<file path="src/rtl/memory_master_pkg.sv">
// Shared definitions for the queued memory master: host command codes and STATUS layout.
package memory_master_pkg;

  typedef enum logic [7:0] {
    CmdNone         = 8'd0,
    CmdAddressLower = 8'd1,
    CmdAddressUpper = 8'd2,
    CmdData         = 8'd3,
    CmdMasterId     = 8'd4,
    CmdWrite        = 8'd5,
    CmdPush         = 8'd6,
    CmdPop          = 8'd7,
    CmdReadData     = 8'd8,
    CmdReadId       = 8'd9,
    CmdStatus       = 8'd10,
    CmdClearErr     = 8'd11
  } command_t;

  localparam int unsigned FieldWidth = 24;

  localparam int unsigned StatReqFull     = 0;
  localparam int unsigned StatReqEmpty    = 1;
  localparam int unsigned StatRspFull     = 2;
  localparam int unsigned StatRspEmpty    = 3;
  localparam int unsigned StatErrOvf      = 4;
  localparam int unsigned StatErrUnf      = 5;
  localparam int unsigned StatReqCountLsb = 8;
  localparam int unsigned StatRspCountLsb = 16;

endpackage

</file>
<file path="src/rtl/memory_master_queued_if.sv">
// MemoryBus master/slave signal bundle; ms* carry requests, sm* carry responses.
interface memory_master_queued_if #(
  parameter int unsigned ADDR_WIDTH = 32,
  parameter int unsigned DATA_WIDTH = 24,
  parameter int unsigned ID_WIDTH   = 8
);
  logic [ADDR_WIDTH-1:0] msAddress;
  logic [DATA_WIDTH-1:0] msData;
  logic [ID_WIDTH-1:0]   msID;
  logic                  msWrite;
  logic                  msValid;
  logic                  msTaken;
  logic [DATA_WIDTH-1:0] smData;
  logic [ID_WIDTH-1:0]   smID;
  logic                  smValid;
  logic                  smTake;

  modport master (
    output msAddress, msData, msID, msWrite, msValid, smTake,
    input  msTaken, smData, smID, smValid
  );

  modport slave (
    input  msAddress, msData, msID, msWrite, msValid, smTake,
    output msTaken, smData, smID, smValid
  );
endinterface

</file>
<file path="src/rtl/memory_master_fifo.sv">
// Synchronous FIFO with occupancy count; pointers wrap modulo DEPTH (any depth >= 2).
module memory_master_fifo #(
  parameter int unsigned WIDTH = 8,
  parameter int unsigned DEPTH = 4,
  localparam int unsigned CntW = $clog2(DEPTH + 1),
  localparam int unsigned PtrW = $clog2(DEPTH)
) (
  input  logic             clock,
  input  logic             reset,
  input  logic             push,
  input  logic [WIDTH-1:0] wdata,
  input  logic             pop,
  output logic [WIDTH-1:0] rdata,
  output logic             full,
  output logic             empty,
  output logic [CntW-1:0]  count
);

  logic [WIDTH-1:0] mem_q [DEPTH];
  logic [PtrW-1:0]  wr_ptr_q, rd_ptr_q;
  logic [CntW-1:0]  count_q;
  logic             do_push, do_pop;

  function automatic logic [PtrW-1:0] next_ptr(input logic [PtrW-1:0] ptr);
    return (ptr == PtrW'(DEPTH - 1)) ? '0 : ptr + 1'b1;
  endfunction

  assign full    = (count_q == CntW'(DEPTH));
  assign empty   = (count_q == '0);
  assign count   = count_q;
  assign do_push = push && !full;
  assign do_pop  = pop && !empty;
  // Head reads as zero when empty so stale storage never reaches the outputs.
  assign rdata   = empty ? '0 : mem_q[rd_ptr_q];

  always_ff @(posedge clock or negedge reset) begin
    if (!reset) begin
      wr_ptr_q <= '0;
      rd_ptr_q <= '0;
      count_q  <= '0;
    end else begin
      if (do_push) wr_ptr_q <= next_ptr(wr_ptr_q);
      if (do_pop)  rd_ptr_q <= next_ptr(rd_ptr_q);
      if (do_push && !do_pop) begin
        count_q <= count_q + 1'b1;
      end else if (do_pop && !do_push) begin
        count_q <= count_q - 1'b1;
      end
    end
  end

  always_ff @(posedge clock) begin
    if (do_push) mem_q[wr_ptr_q] <= wdata;
  end

endmodule

</file>
<file path="src/rtl/memory_master_queued.sv">
// Host command-word bridge to a queued MemoryBus master.
// Optional MEMORY_MASTER_AUTO_INC_EN: each accepted PUSH post-increments the staged address.
module memory_master_queued
  import memory_master_pkg::*;
#(
  parameter int unsigned ADDR_WIDTH = 32,
  parameter int unsigned DATA_WIDTH = 24,
  parameter int unsigned ID_WIDTH   = 8,
  parameter int unsigned REQ_DEPTH  = 4,
  parameter int unsigned RSP_DEPTH  = 4
) (
  input  logic                   clock,
  input  logic                   reset,
  input  logic [31:0]            in,
  output logic [31:0]            out,
  memory_master_queued_if.master bus
);

`ifdef MEMORY_MASTER_AUTO_INC_EN
  localparam bit AutoInc = 1'b1;
`else
  localparam bit AutoInc = 1'b0;
`endif

  localparam int unsigned ReqCntW = $clog2(REQ_DEPTH + 1);
  localparam int unsigned RspCntW = $clog2(RSP_DEPTH + 1);

  typedef struct packed {
    logic [ADDR_WIDTH-1:0] addr;
    logic [DATA_WIDTH-1:0] data;
    logic [ID_WIDTH-1:0]   id;
    logic                  write;
  } request_t;

  typedef struct packed {
    logic [DATA_WIDTH-1:0] data;
    logic [ID_WIDTH-1:0]   id;
  } response_t;

  logic [7:0]            cmd, cmd_q;
  logic [FieldWidth-1:0] field;
  logic                  fire;

  logic [ADDR_WIDTH-1:0] addr_q;
  logic [DATA_WIDTH-1:0] data_q;
  logic [ID_WIDTH-1:0]   id_q;
  logic                  write_q;
  logic                  err_ovf_q, err_unf_q;
  logic                  run_q;

  request_t              req_wdata, req_head;
  response_t             rsp_wdata, rsp_head;
  logic                  req_full, req_empty, rsp_full, rsp_empty;
  logic [ReqCntW-1:0]    req_count;
  logic [RspCntW-1:0]    rsp_count;
  logic                  req_push, req_pop, rsp_push, rsp_pop;
  logic                  sm_take;

  assign cmd   = in[31:24];
  assign field = in[FieldWidth-1:0];
  assign fire  = (cmd != cmd_q) && (cmd != CmdNone);

  // Full/empty are registered, so a same-cycle dequeue never rescues a PUSH or POP.
  assign req_push = fire && (cmd == CmdPush) && !req_full;
  assign rsp_pop  = fire && (cmd == CmdPop) && !rsp_empty;
  assign req_pop  = !req_empty && bus.msTaken;
  assign sm_take  = run_q && !rsp_full;
  assign rsp_push = bus.smValid && sm_take;

  assign req_wdata = '{addr: addr_q, data: data_q, id: id_q, write: write_q};
  assign rsp_wdata = '{data: bus.smData, id: bus.smID};

  always_ff @(posedge clock or negedge reset) begin
    if (!reset) begin
      cmd_q     <= CmdNone;
      addr_q    <= '0;
      data_q    <= '0;
      id_q      <= '0;
      write_q   <= 1'b0;
      err_ovf_q <= 1'b0;
      err_unf_q <= 1'b0;
      run_q     <= 1'b0;
    end else begin
      cmd_q <= cmd;
      run_q <= 1'b1;
      if (fire) begin
        case (cmd)
          CmdAddressLower: addr_q[FieldWidth-1:0] <= field;
          CmdAddressUpper: addr_q[ADDR_WIDTH-1:FieldWidth] <= field[ADDR_WIDTH-FieldWidth-1:0];
          CmdData:         data_q  <= field[DATA_WIDTH-1:0];
          CmdMasterId:     id_q    <= field[ID_WIDTH-1:0];
          CmdWrite:        write_q <= field[0];
          CmdPush: begin
            if (req_full) err_ovf_q <= 1'b1;
            else if (AutoInc) addr_q <= addr_q + 1'b1;
          end
          CmdPop: begin
            if (rsp_empty) err_unf_q <= 1'b1;
          end
          CmdClearErr: begin
            err_ovf_q <= 1'b0;
            err_unf_q <= 1'b0;
          end
          default: ;
        endcase
      end
    end
  end

  memory_master_fifo #(
    .WIDTH ($bits(request_t)),
    .DEPTH (REQ_DEPTH)
  ) u_req_fifo (
    .clock (clock),
    .reset (reset),
    .push  (req_push),
    .wdata (req_wdata),
    .pop   (req_pop),
    .rdata (req_head),
    .full  (req_full),
    .empty (req_empty),
    .count (req_count)
  );

  memory_master_fifo #(
    .WIDTH ($bits(response_t)),
    .DEPTH (RSP_DEPTH)
  ) u_rsp_fifo (
    .clock (clock),
    .reset (reset),
    .push  (rsp_push),
    .wdata (rsp_wdata),
    .pop   (rsp_pop),
    .rdata (rsp_head),
    .full  (rsp_full),
    .empty (rsp_empty),
    .count (rsp_count)
  );

  assign bus.msValid   = !req_empty;
  assign bus.msAddress = req_head.addr;
  assign bus.msData    = req_head.data;
  assign bus.msID      = req_head.id;
  assign bus.msWrite   = req_head.write;
  assign bus.smTake    = sm_take;

  always_comb begin
    out = '0;
    case (cmd)
      CmdReadData: out = 32'(rsp_head.data);
      CmdReadId:   out = 32'(rsp_head.id);
      CmdStatus: begin
        out[StatReqFull]              = req_full;
        out[StatReqEmpty]             = req_empty;
        out[StatRspFull]              = rsp_full;
        out[StatRspEmpty]             = rsp_empty;
        out[StatErrOvf]               = err_ovf_q;
        out[StatErrUnf]               = err_unf_q;
        out[StatReqCountLsb +: 8]     = 8'(req_count);
        out[StatRspCountLsb +: 8]     = 8'(rsp_count);
      end
      default: ;
    endcase
  end

endmodule

</file>
<file path="src/flat_wrapper.sv">
// flat-port wrapper written by rule: the top's interface ports become plain ports
module memory_master_queued_flat import memory_master_pkg::*;
#(
  parameter int unsigned ADDR_WIDTH = 32,
  parameter int unsigned DATA_WIDTH = 24,
  parameter int unsigned ID_WIDTH   = 8,
  parameter int unsigned REQ_DEPTH  = 4,
  parameter int unsigned RSP_DEPTH  = 4
)
  (clock, reset, in, out, bus_msAddress, bus_msData, bus_msID, bus_msWrite, bus_msValid, bus_smTake, bus_msTaken, bus_smData, bus_smID, bus_smValid);
  memory_master_queued_if #(.ADDR_WIDTH(ADDR_WIDTH), .DATA_WIDTH(DATA_WIDTH), .ID_WIDTH(ID_WIDTH)) bus_i ();
  input  logic clock;
  input  logic reset;
  input  logic [31:0] in;
  output logic [31:0] out;
  output wire logic [$bits(bus_i.msAddress)-1:0] bus_msAddress;
  output wire logic [$bits(bus_i.msData)-1:0] bus_msData;
  output wire logic [$bits(bus_i.msID)-1:0] bus_msID;
  output wire logic [$bits(bus_i.msWrite)-1:0] bus_msWrite;
  output wire logic [$bits(bus_i.msValid)-1:0] bus_msValid;
  output wire logic [$bits(bus_i.smTake)-1:0] bus_smTake;
  input wire logic [$bits(bus_i.msTaken)-1:0] bus_msTaken;
  input wire logic [$bits(bus_i.smData)-1:0] bus_smData;
  input wire logic [$bits(bus_i.smID)-1:0] bus_smID;
  input wire logic [$bits(bus_i.smValid)-1:0] bus_smValid;
  assign bus_msAddress = bus_i.msAddress;
  assign bus_msData = bus_i.msData;
  assign bus_msID = bus_i.msID;
  assign bus_msWrite = bus_i.msWrite;
  assign bus_msValid = bus_i.msValid;
  assign bus_smTake = bus_i.smTake;
  assign bus_i.msTaken = bus_msTaken;
  assign bus_i.smData = bus_smData;
  assign bus_i.smID = bus_smID;
  assign bus_i.smValid = bus_smValid;
  memory_master_queued #(.ADDR_WIDTH(ADDR_WIDTH), .DATA_WIDTH(DATA_WIDTH), .ID_WIDTH(ID_WIDTH), .REQ_DEPTH(REQ_DEPTH), .RSP_DEPTH(RSP_DEPTH)) u_core (.clock(clock), .reset(reset), .in(in), .out(out), .bus(bus_i));
endmodule
</file>
<file path="config.mk">
export PLATFORM = sky130hd
export DESIGN_NAME = memory_master_queued_flat
export DESIGN_NICKNAME = d
export VERILOG_FILES = /design/src/rtl/memory_master_pkg.sv /design/src/rtl/memory_master_queued_if.sv /design/src/rtl/memory_master_fifo.sv /design/src/rtl/memory_master_queued.sv /design/src/flat_wrapper.sv
export SDC_FILE = /design/constraint.sdc
export NUM_CORES = 1
export LEC_CHECK = 0
export ABC_AREA = 1
export CAP_MARGIN = 30
export CORE_ASPECT_RATIO = 0.75
export CORE_UTILIZATION = 29
export CTS_CLUSTER_SIZE = 20
export DETAILED_ROUTE_END_ITERATION = 12
export PLACE_DENSITY_LB_ADDON = 0.3
export RECOVER_POWER = 25
export REMOVE_ABC_BUFFERS = 1
export SKIP_CTS_REPAIR_TIMING = 1
export SLEW_MARGIN = 20
export SYNTH_ARGS = -nofsm -noshare
export SYNTH_HDL_FRONTEND = slang
export SYNTH_HIERARCHICAL = 1
export SYNTH_SLANG_ARGS = --single-unit
</file>
<file path="constraint.sdc">
create_clock -name clock -period 10.2 [get_ports clock]
set_clock_uncertainty 0.1 [all_clocks]
set_input_delay 2.04 -clock clock [delete_from_list [all_inputs] [get_ports clock]]
set_output_delay 2.04 -clock clock [all_outputs]
set_load 0.03 [all_outputs]
</file>
==> results by stage <==
Outcome:
- The run finished, with violations left.
- The checks that failed: DRC, capacitance limit, slew limit.

GRT:
- The number of global-route vias before repair was roughly 14,000.
- The first global-routing pass estimated 82.3 mm of wire.
- The total routing usage reported by global routing is 0.144.
- The largest net degree at the start of global routing is 78.
- The remaining global-route overflow is 0.
- The initial antenna violation count is 3.

Final layout:
- Summing all multi-input logic gate instances after layout gives 5020 um2.
- The number of nets in the final layout is 2,318.
- The sequential cell area is 13,900 um2.
- The finished cells cover approximately 25,000 um2.
- The layout has 7,031 filler cells.
- The final non-filler cell total is between 3,000 and 4,000.
- The fraction of layout cells with a size suffix above 1 is 0.0650.
- The area overhead of the layout relative to synthesis is 18.9%.
- The number of antenna repair diodes is 0.

Power:
- The analysis attributes to net switching a power of 2250 uW.
- The share of total power dissipated in the clock network is 0.298.
- Cell internal power was estimated by the tool at 3950 uW.
- The analysis attributes to cell leakage a power of 0.0112 uW.
- Across the VDD grid, the largest voltage drop is 0.149 mV.
- The total power per unit cell area is around 240 nW/um2.
- The relative contribution of combinational cells to total power is 0.321.
- The net switching share of the total power is 0.363.
- The share of total power dissipated in sequential elements is 0.381.

Detailed routing:
- The average via count per standard cell is 4.39.
- For this run, the detailed router's first-pass iteration total came to 9.
- The wire length after detailed routing is 53.8 mm.
- For this block, the via count after detailed routing is 14,200.
- In this run, the number of DRC markers left after iteration 0 of detailed routing was 998.
- The post-detailed-route wirelength per cell is ~17 um.
- For this run, design rule violations remaining after detail routing come to 4.
- The post-route antenna net violation count is 0.

Clocking:
- For this design, the sink count on the clock tree is approximately 480.
- In this run the number of H-tree levels came out at 2.
- The cell sitting at the root of the clock tree is a clkbuf_16.
- The number of buffers created by CTS is 51.
- The clock-pin slew on the worst setup and hold paths is 0.06 ns.
- TritonCTS built the clock tree.
- The later pin in the worst-skew pair is clocked with a latency of between 0.6 and 0.7 ns.
- The maximum count of clock buffers along a single path is 3.

Synth:
- Of the synthesized area, sequential elements account for 0.652.
- The post-synthesis instance total is 2,100.
- Synthesis instantiated 35 different standard cells from the library.
- The number of synthesized register bits is roughly 480.
- Counting flops with a built-in enable in the synthesized netlist gives 388.
- In this run the cell area of the synthesized design comes to 21,300 um2.
- The post-synthesis async set-or-reset flop share is 0.188.
- The number of warnings reported in the yosys synthesis log is 6.
- Each instance of the synthesized netlist takes up on average 10.1 um2.
- The main flop type after synthesis is edfxtp_1.

Critical path:
- Along the worst path, the maximum fanout reaches 14.
- The type of the worst setup path is primary input to primary output.
- The launch point of the critical path is in[28].
- The critical path data required time is 8.06 ns.
- The source of the worst register-to-register timing path is u_core/cmd_q[4].
- The slowest cell on the critical path is clkdlybuf4s50_1.
- The critical path goes through clkdlybuf4s50_1 -> inv_2 -> nand2_4 -> nor2_8 -> nand2_1 -> inv_2 -> nand2_1 -> o211ai_1 -> clkdlybuf4s50_1.
- The worst stage delay on the critical path is 0.69 ns.
- The worst setup path is captured at a primary output.
- The kind of start point of the critical path is a primary input.
- The critical path arrival is 4.59 ns.

Timing:
- Derived from the worst setup path, the maximum achievable clock frequency is 149 MHz.
- The worst path in the final design needs a cycle of 6.73 ns, including I/O delays and setup.
- For the final routed database, the setup TNS stands at 0 ns.
- For the pin with the worst max-slew slack, the measured transition is 2.94 ns.
- Setup repair after global routing left no endpoint under its margin.
- The count of pins over their slew limit was 45.
- Headroom to the max-slew limit came out at -0.958.
- Of the available clock period, the critical path in the final layout requires 0.660.
- The number of setup violations in the final report is 0.
- The hold violation count in the final report is 0.

Floorplan:
- The die is 315 um wide.
- The die span in y is between 200 and 250 um.
- The die outline area is 74,600 um2.
- The placeable core region is 72,200 um2.
- For this design the top-level I/O count stands at around 170.
- The floorplan has 85 rows.
- The initial utilization of the core area, before any placement, comes to 0.295.

Place:
- Summing all placed instances gives a cell area of around 24,000 um2.
- At the end of routability-driven placement, the weighted congestion stood at 0.745.
- During placement, the flow inserted port buffers numbering ~160.
- The wire-length estimate of the detail-placed layout is 31.2 mm.
- The total placed cells including tap cells is 3,138.

Flow run:
- The count of max-cap constraint violations is 1.

Min path:
- The class of the tightest hold or removal check is flip-flop to flip-flop.
- In this run the most critical hold path is launched from u_core/addr_q[2].
-- power by group through the flow --
stage          combinational, uW  clock, uW  sequential, uW
4_1_cts                     2020       1900            2370
3_5_place_dp                2010          0            2410
6_report                    1990       1850            2370
5_1_grt                     2160       1970            2380
3_3_place_gp                1990          0            2400
2_1_floorplan               1130          0            2390
-- placed cells by master (no fill, tap or decap), drive strengths merged, types with 2 or more instances in the layout --
cell / synthesis / final
a22o: 8 / 8
o211ai: 3 / 3
o21ai: 6 / 6
buf: 95 / 24
nand3: 224 / 224
bufinv: 0 / 3
a21oi: 97 / 97
ha: 12 / 12
xnor2: 7 / 7
nor3: 3 / 3
edfxtp: 388 / 388
nand2: 599 / 599
clkdlybuf4s50: 0 / 157
nor2: 35 / 35
inv: 453 / 456
conb: 2 / 9
fa: 2 / 2
clkinv: 0 / 13
clkinvlp: 0 / 2
nand4: 62 / 62
clkbuf: 11 / 74
dfrtp: 90 / 90
or2: 2 / 2
-- flip-flops by register name, indices dropped and copies added (netlist names) --
register	flops
u_core/write_q	1
u_core/u_rsp_fifo/mem_q	128
u_core/err_unf_q	1
u_core/u_rsp_fifo/rd_ptr_q	2
u_core/cmd_q	8
u_core/id_q	8
u_core/u_req_fifo/rd_ptr_q	2
u_core/err_ovf_q	1
u_core/u_req_fifo/count	3
u_core/u_req_fifo/mem_q	260
u_core/u_rsp_fifo/wr_ptr_q	2
u_core/data_q	24
u_core/addr_q	32
u_core/u_rsp_fifo/count	3
u_core/run_q	1
u_core/u_req_fifo/wr_ptr_q	2
-- synth_stat cells (3+ instances only) --
cell type,count,share of area
a21oi_1,97,0.023
a22o_1,8,0.0033
buf_2,46,0.011
buf_4,16,0.0056
buf_6,31,0.016
clkbuf_1,11,0.0019
dfrtp_1,90,0.11
edfxtp_1,388,0.55
ha_1,12,0.0070
inv_1,434,0.076
inv_2,19,0.0033
nand2_1,594,0.10
nand2_4,3,0.0016
nand3_1,219,0.051
nand3_2,3,0.0014
nand4_1,61,0.018
nor2_1,27,0.0048
nor2_2,3,0.00088
nor2_8,3,0.0028
o211ai_1,3,0.0011
o21ai_0,4,0.00094
xnor2_1,7,0.0029
-- final cells by class --
class,instances,share of cell area
Sequential cell,478,0.549
Clock inverter,21,0.0102
Inverter,453,0.0672
Clock buffer,73,0.0564
Multi-Input combinational cell,1070,0.198
Tap cell,957,0.0472
Timing Repair Buffer,182,0.0720
-- worst max-delay path: cells and delay by family --
family / cells / cell delay (ns)
simple gates: 4 / 0.79
buf+inv: 4 / 1.62
compound gates: 1 / 0.11
-- kinds of logic (layout without fill, tap and decap cells) --
family,Yosys count,after routing,synth area share
and+or+nand+nor,926,926,0.192
DFF,478,478,0.652
buffers and inverters,559,729,0.115
other,2,9,0.000352
AOI/OAI and AO/OA,114,114,0.0285
adders and majority gates,14,14,0.00893
xor gates and xnor gates,7,7,0.00288
-- metrics by stage --
step	setup WS, ns	hold slack [ns]	util	total power [uW]
after floorplan	3.47	0.342	-	3520
after global placement	3.57	0.385	0.326	4390
after detailed placement	3.47	0.396	0.327	4420
after CTS	3.47	0.393	0.350	6280
after global routing	3.31	0.427	0.351	6510
final	3.47	0.397	0.351	6210
-- worst paths after layout --
path / endpoint / slack (ns) / cells past startpoint
worst min-delay path: u_core/u_req_fifo/mem_q[0][35] / 0.40 / 0
max in group asynchronous: u_core/u_req_fifo/rd_ptr_q[0] / 5.65 / 2
min in group asynchronous: u_core/data_q[9] / 2.27 / 1
worst min register to register: u_core/u_req_fifo/mem_q[0][35] / 0.40 / 0
worst max register to register: u_core/u_req_fifo/mem_q[2][1] / 6.46 / 11
worst max-delay path: out[1] / 3.47 / 9
-- per-layer routing --
metal,track usage,vias to the layer above,part of all wire
met5,0,-,0.00073
met4,0.0449,6,0.024
met3,0.0228,84,0.051
met2,0.238,309,0.47
met1,0.192,6843,0.45
li1,-,6970,-
Power figures use the tool's default switching activity.
